==> src/rtl/instr_mem_arb_pkg.sv <==
// Shared types and helpers for the instruction-memory arbiter.
package instr_mem_arb_pkg;

   typedef enum logic [1:0] {
      RESP_NONE = 2'd0,
      RESP_P0   = 2'd1,
      RESP_P1   = 2'd2
   } resp_owner_t;

   // Counter width able to hold 0..limit; never narrower than one bit.
   function automatic int unsigned starve_w(input int unsigned limit);
      return (limit < 1) ? 1 : $clog2(limit + 1);
   endfunction

endpackage

==> src/rtl/instr_arb_starve_ctr.sv <==
// Saturating denial counter; at_limit_o flags that the starved port must win next.
module instr_arb_starve_ctr
   import instr_mem_arb_pkg::*;
#(
   parameter int unsigned LIMIT = 4
) (
   input  logic clk,
   input  logic rst_n,
   input  logic inc_i,
   input  logic clr_i,
   output logic at_limit_o
);

   localparam int unsigned   CW      = starve_w(LIMIT);
   localparam logic [CW-1:0] LIMIT_C = CW'(LIMIT);

   logic [CW-1:0] cnt_q;
   logic [CW-1:0] cnt_d;

   always_comb begin
      cnt_d = cnt_q;
      if (clr_i) begin
         cnt_d = '0;
      end else if (inc_i && (cnt_q != LIMIT_C)) begin
         cnt_d = cnt_q + CW'(1);
      end
   end

   always_ff @(posedge clk or negedge rst_n) begin
      if (!rst_n) begin
         cnt_q <= '0;
      end else begin
         cnt_q <= cnt_d;
      end
   end

   assign at_limit_o = (cnt_q == LIMIT_C);

endmodule

==> src/rtl/instr_mem_arbiter.sv <==
// Two-port arbiter in front of the single-port instruction memory (RAM + boot ROM).
// Port 1 (bus) has priority; port 0 (fetch) is forced through after STARVE_LIMIT denials.
module instr_mem_arbiter
   import instr_mem_arb_pkg::*;
#(
   parameter int unsigned ADDR_WIDTH   = 16,
   parameter int unsigned DATA_WIDTH   = 32,
   parameter int unsigned STARVE_LIMIT = 4
) (
   input  logic                    clk,
   input  logic                    rst_n,
   input  logic                    p0_req_i,
   input  logic [ADDR_WIDTH-1:0]   p0_addr_i,
   output logic                    p0_gnt_o,
   output logic                    p0_rvalid_o,
   output logic [DATA_WIDTH-1:0]   p0_rdata_o,
   input  logic                    p1_req_i,
   input  logic [ADDR_WIDTH-1:0]   p1_addr_i,
   input  logic                    p1_we_i,
   input  logic [DATA_WIDTH/8-1:0] p1_be_i,
   input  logic [DATA_WIDTH-1:0]   p1_wdata_i,
   output logic                    p1_gnt_o,
   output logic                    p1_rvalid_o,
   output logic [DATA_WIDTH-1:0]   p1_rdata_o,
   output logic                    mem_en_o,
   output logic [ADDR_WIDTH-1:0]   mem_addr_o,
   output logic                    mem_we_o,
   output logic [DATA_WIDTH/8-1:0] mem_be_o,
   output logic [DATA_WIDTH-1:0]   mem_wdata_o,
   input  logic [DATA_WIDTH-1:0]   mem_rdata_i
);

   localparam int unsigned BE_WIDTH = DATA_WIDTH / 8;

   logic        starve_at_limit;
   logic        p0_gnt;
   logic        p1_gnt;
   resp_owner_t resp_q;
   resp_owner_t resp_d;

   // Grant: bus wins contention unless fetch has been denied STARVE_LIMIT times in a row.
   always_comb begin
      p1_gnt = p1_req_i & ~(p0_req_i & starve_at_limit);
      p0_gnt = p0_req_i & ~p1_gnt;
   end

   instr_arb_starve_ctr #(
      .LIMIT (STARVE_LIMIT)
   ) u_starve (
      .clk        (clk),
      .rst_n      (rst_n),
      .inc_i      (p0_req_i & ~p0_gnt),
      .clr_i      (p0_gnt | ~p0_req_i),
      .at_limit_o (starve_at_limit)
   );

   // Memory mux; address MSB (ROM select) passes through untouched.
   always_comb begin
      mem_addr_o  = '0;
      mem_we_o    = 1'b0;
      mem_be_o    = '0;
      mem_wdata_o = '0;
      if (p1_gnt) begin
         mem_addr_o  = p1_addr_i;
         mem_we_o    = p1_we_i;
         mem_be_o    = p1_be_i;
         mem_wdata_o = p1_wdata_i;
      end else if (p0_gnt) begin
         mem_addr_o  = p0_addr_i;
         mem_be_o    = {BE_WIDTH{1'b1}};
      end
   end

   always_comb begin
      resp_d = RESP_NONE;
      if (p1_gnt) begin
         resp_d = RESP_P1;
      end else if (p0_gnt) begin
         resp_d = RESP_P0;
      end
   end

   always_ff @(posedge clk or negedge rst_n) begin
      if (!rst_n) begin
         resp_q <= RESP_NONE;
      end else begin
         resp_q <= resp_d;
      end
   end

   assign mem_en_o    = p0_gnt | p1_gnt;
   assign p0_gnt_o    = p0_gnt;
   assign p1_gnt_o    = p1_gnt;
   assign p0_rvalid_o = (resp_q == RESP_P0);
   assign p1_rvalid_o = (resp_q == RESP_P1);
   assign p0_rdata_o  = mem_rdata_i;
   assign p1_rdata_o  = mem_rdata_i;

endmodule

==> config.mk <==
export PLATFORM = sky130hd
export DESIGN_NAME = instr_mem_arbiter
export DESIGN_NICKNAME = d
export VERILOG_FILES = /design/src/rtl/instr_mem_arb_pkg.sv /design/src/rtl/instr_arb_starve_ctr.sv /design/src/rtl/instr_mem_arbiter.sv
export SDC_FILE = /design/constraint.sdc
export NUM_CORES = 1
export LEC_CHECK = 0
export BUFFER_PORTS_ARGS = -buffer_cell sky130_fd_sc_hd__buf_2
export CORE_AREA = 4 4 85 87
export CTS_BUF_LIST = sky130_fd_sc_hd__clkbuf_4 sky130_fd_sc_hd__clkbuf_8 sky130_fd_sc_hd__clkbuf_16
export CTS_CLUSTER_DIAMETER = 100
export CTS_CLUSTER_SIZE = 10
export DETAILED_ROUTE_END_ITERATION = 10
export DIE_AREA = 0 0 89 91
export PLACE_DENSITY = 0.63
export SETUP_SLACK_MARGIN = 0.2
export SLEW_MARGIN = 20
export SYNTH_ARGS = -nofsm -noshare
export SYNTH_HDL_FRONTEND = slang
export SYNTH_SLANG_ARGS = --single-unit
==> constraint.sdc <==
create_clock -name clk -period 2.5 [get_ports clk]
set_input_delay 0 -clock clk [delete_from_list [all_inputs] [get_ports clk]]
set_output_delay 0 -clock clk [all_outputs]
set_load 0.03 [all_outputs]
==> impl_summary.md <==
Placed design
The HPWL reported at the end of detailed placement is around 3400 µm. The number of I/O port buffers is 130. The global placer's final weighted congestion is 0.7243.

Outcome
The run finished with clean final reports.

Synth
The gate count of the mapped netlist is slightly below 200. The number of nets handed over by synthesis was 301. In this run, synthesis produced a sequential element count of 5. The synthesized design spends more area on one cell type than any other, namely buf_4. Synthesis instantiated 22 different standard cells from the library. In this run, synthesis inferred 0 flip-flops with an integrated enable. Sorting the synthesized cells by how often they occur yields buf_4, nand2_1, and3_1. For this run, the number of Yosys warnings is 0. After synthesis, the largest area contributor takes up 38.16% of total cell area. The share of async-settable or async-resettable flops after synthesis is 100.0%. By area the synthesized netlist is led by buf_4, and3_1, nand2_1. The area of the mapped netlist is roughly 1300 µm².

In this run the mean area of a mapped cell was 6.591 µm². Sequential elements use 9.785% of the synthesized area. The most used flip-flop cell after synthesis is dfrtp_1. The most repeated cell in the gate-level netlist after synthesis is buf_4.

STA
Setup repair after global routing left no endpoint under its margin. The final critical path takes up roughly three quarters of the cycle. In the final timing run, aggregate negative setup slack is 0 ps. For the final database, setup skew stands at about 2.3 ps. The worst max-slew margin expressed relative to the limit is around 60%. For the pin with the worst max-slew slack, the measured transition is 593.3 ps. The clock period minus worst slack is between 1500 and 2000 ps. The number of failing hold endpoints at the final stage is 0.

The max-slew violation count is 0. Setup violations remaining at the end of the flow were counted as 0. Hold timing on the final database bottoms out at a slack of around 0.017 ps. Timing would allow up to between 500 and 600 MHz.

Clocking
Clock-pin slew was measured on the worst setup and hold paths at about 40 ps. The number of clock sinks seen by CTS is 5. The post-cts gate resize count is 0. The longest clock path from root to sink contains 2 buffers. TritonCTS created 3 clock buffers. The total number of H-tree levels is 1.

The cell sitting at the root of the clock tree is a clkbuf_8. The count of hold-fix buffers inserted at cts is 1. The clock latency on the worst-skew pair is between 200 and 250 ps. Once the clock tree was built, the setup fixing pass inserted 0 buffers. The clock tree from TritonCTS is done.

Floorplanning
The number of placement rows is 29. The die is 91 µm tall. The area of the placeable core is 6350 µm². 227 I/O pins were placed. Once the floorplan was initialized, standard cells occupied 20.14% of the core.

The die is about 90 µm wide. The overall die area is slightly above 8000 µm².

Power and ir drop
IR analysis of the VDD net gives a maximum drop of around 0.00020 V. For this design the ratio of total power to cell area is ~360 nW/µm². In this run the static leakage power is between 0.0009 and 0.001 µW.

Final layout
Compared with the post-synthesis result, the final layout area differs by 20.94%. Cells fill around a quarter of the core in the end. 0 antenna diodes ended up in the layout.

The fraction of layout instances using a drive strength above 1 is between 50% and 60%. The post-layout net count is roughly 360.

Global route
The pin count of the biggest net entering global routing is 58. The total congestion overflow is 0. The number of global-route vias before repair was roughly 1.3k. The initial antenna violation count is 0. Across every metal layer, demand over resource in global routing totals 9.117%. The first global-routing pass estimated 6161 µm of wire.

Min path
The worst hold-check path type is input pin to output port.

Drt
The first routing iteration left 24 violations. The via count is between 1k and 1.5k. The number of remaining DRC errors is 0. The post-detailed-routing wire length is around 4200 µm. The post-detailed-route via-to-cell ratio is ~4.3. The detail route stage leaves a number of antenna-violating nets equal to 0. The first-pass detailed-route iteration total is 4. The average wire length per cell after detail routing is 12.76 µm.

Setup path
Walking the worst path, the cells encountered are inv_1 > ha_1 > a21boi_1 > buf_4 > o22ai_1 > buf_2. On the worst path, the slowest cell contributes a delay of ~360 ps. Data on the critical path is required at its endpoint by ~2500 ps. The library cell contributing the largest single delay on the critical path is dfrtp_1.

The endpoint type of the worst setup path is an output port. The biggest fanout along the worst timing path is 16. The setup path with the least slack is of type flop to output port. Together, buffers and inverters on the worst path number 3. In this design, the largest share of critical-path delay is due to buffers and inverters. Data on the critical path arrives at its endpoint at approximately 1900 ps. STA classifies the critical path startpoint as a flop.

Flow run
The max-cap check violation count is 0.
-- stage by stage --
| stage | cells | cell area [µm²] | setup slack, ps | power [µW] |
|---|---|---|---|---|
| after global routing | 330 | 1546 | 461.7 | 595.5 |
| after CTS | 330 | 1546 | 650.1 | 565.0 |
| after detailed placement | 325 | 1488 | 885.9 | 397.7 |
| final | 330 | 1546 | 653.4 | 558.1 |
| after global placement | 325 | 1488 | 937.1 | 394.0 |
| after floorplan | 194 | 1279 | 924.0 | 472.6 |
-- cells in the final DEF, fill, tap and decap left out --
cell type,instances
dlygate4sd3_1,1
a21oi_1,1
nand3_1,1
and3_1,34
buf_2,130
nand2b_1,1
inv_1,3
dfrtp_1,5
clkbuf_4,1
and4_1,1
or3b_1,1
and2_1,1
nor2_1,2
clkbuf_8,3
o22ai_1,16
a21boi_1,1
nand2_1,38
ha_1,2
or2_2,1
buf_4,3
nor2b_1,2
o21ai_0,4
nor3b_1,1
-- logic make-up (layout without fill, tap and decap cells) --
group,after synthesis,after routing,synth area share [%]
flip-flops,5,5,9.785
AO/OA/AOI/OAI,22,22,10.37
AND/OR/NAND/NOR,83,83,33.17
buffers and inverters,82,141,44.72
adder cells (fa/ha/maj),2,2,1.957
-- metal layers --
| layer | vias up | global-route usage [%] | part of all wire (%) |
|---|---|---|---|
| li1 | 697 | - | - |
| met1 | 622 | 9.749 | 36 |
| met2 | 74 | 15.90 | 50 |
| met3 | 25 | 2.896 | 12 |
| met4 | 0 | 4.342 | 2.2 |
| met5 | - | 0 | 0 |
-- worst paths after layout --
check	slack [ps]	start	cells after the start	endpoint
setup / recovery	650	u_starve.cnt_q[0]	6	mem_addr_o[14]
hold / removal	0.02	mem_rdata_i[23]	0	p1_rdata_o[23]
setup reg to reg	1190	u_starve.cnt_q[0]	5	resp_q[1]
hold reg to reg	460	u_starve.cnt_q[0]	1	u_starve.cnt_q[0]
max in group asynchronous	2220	rst_n	2	u_starve.cnt_q[2]
min in group asynchronous	130	rst_n	2	resp_q[1]
-- registers in the layout, indices dropped and copies added (netlist names) --
register,flops
u_starve.cnt_q,3
resp_q,2
-- power breakdown --
| group | internal [µW] | switching [µW] | total (µW) |
|---|---|---|---|
| clock network | 120 | 41.7 | 162 |
| registers | 84.5 | 1.78 | 86.3 |
| logic | 113 | 197 | 310 |
| total | 318 | 240 | 558 |
-- layout make-up --
| class | instances | area (µm²) |
|---|---|---|
| Tap cell | 77 | 96.34 |
| Timing Repair Buffer | 134 | 683.2 |
| Fill cell | 724 | 4803 |
| Sequential cell | 5 | 125.1 |
| Inverter | 3 | 11.26 |
| Multi-Input combinational cell | 107 | 581.8 |
| Clock buffer | 4 | 48.80 |
-- worst reg2reg max path, stage by stage, from the launching register on --
cell	delay (ps)
dfrtp_1	390
inv_1	70
ha_1	210
nand3_1	90
buf_4	240
and2_1	190
Note: power is estimated with default switching activity, not from simulation.
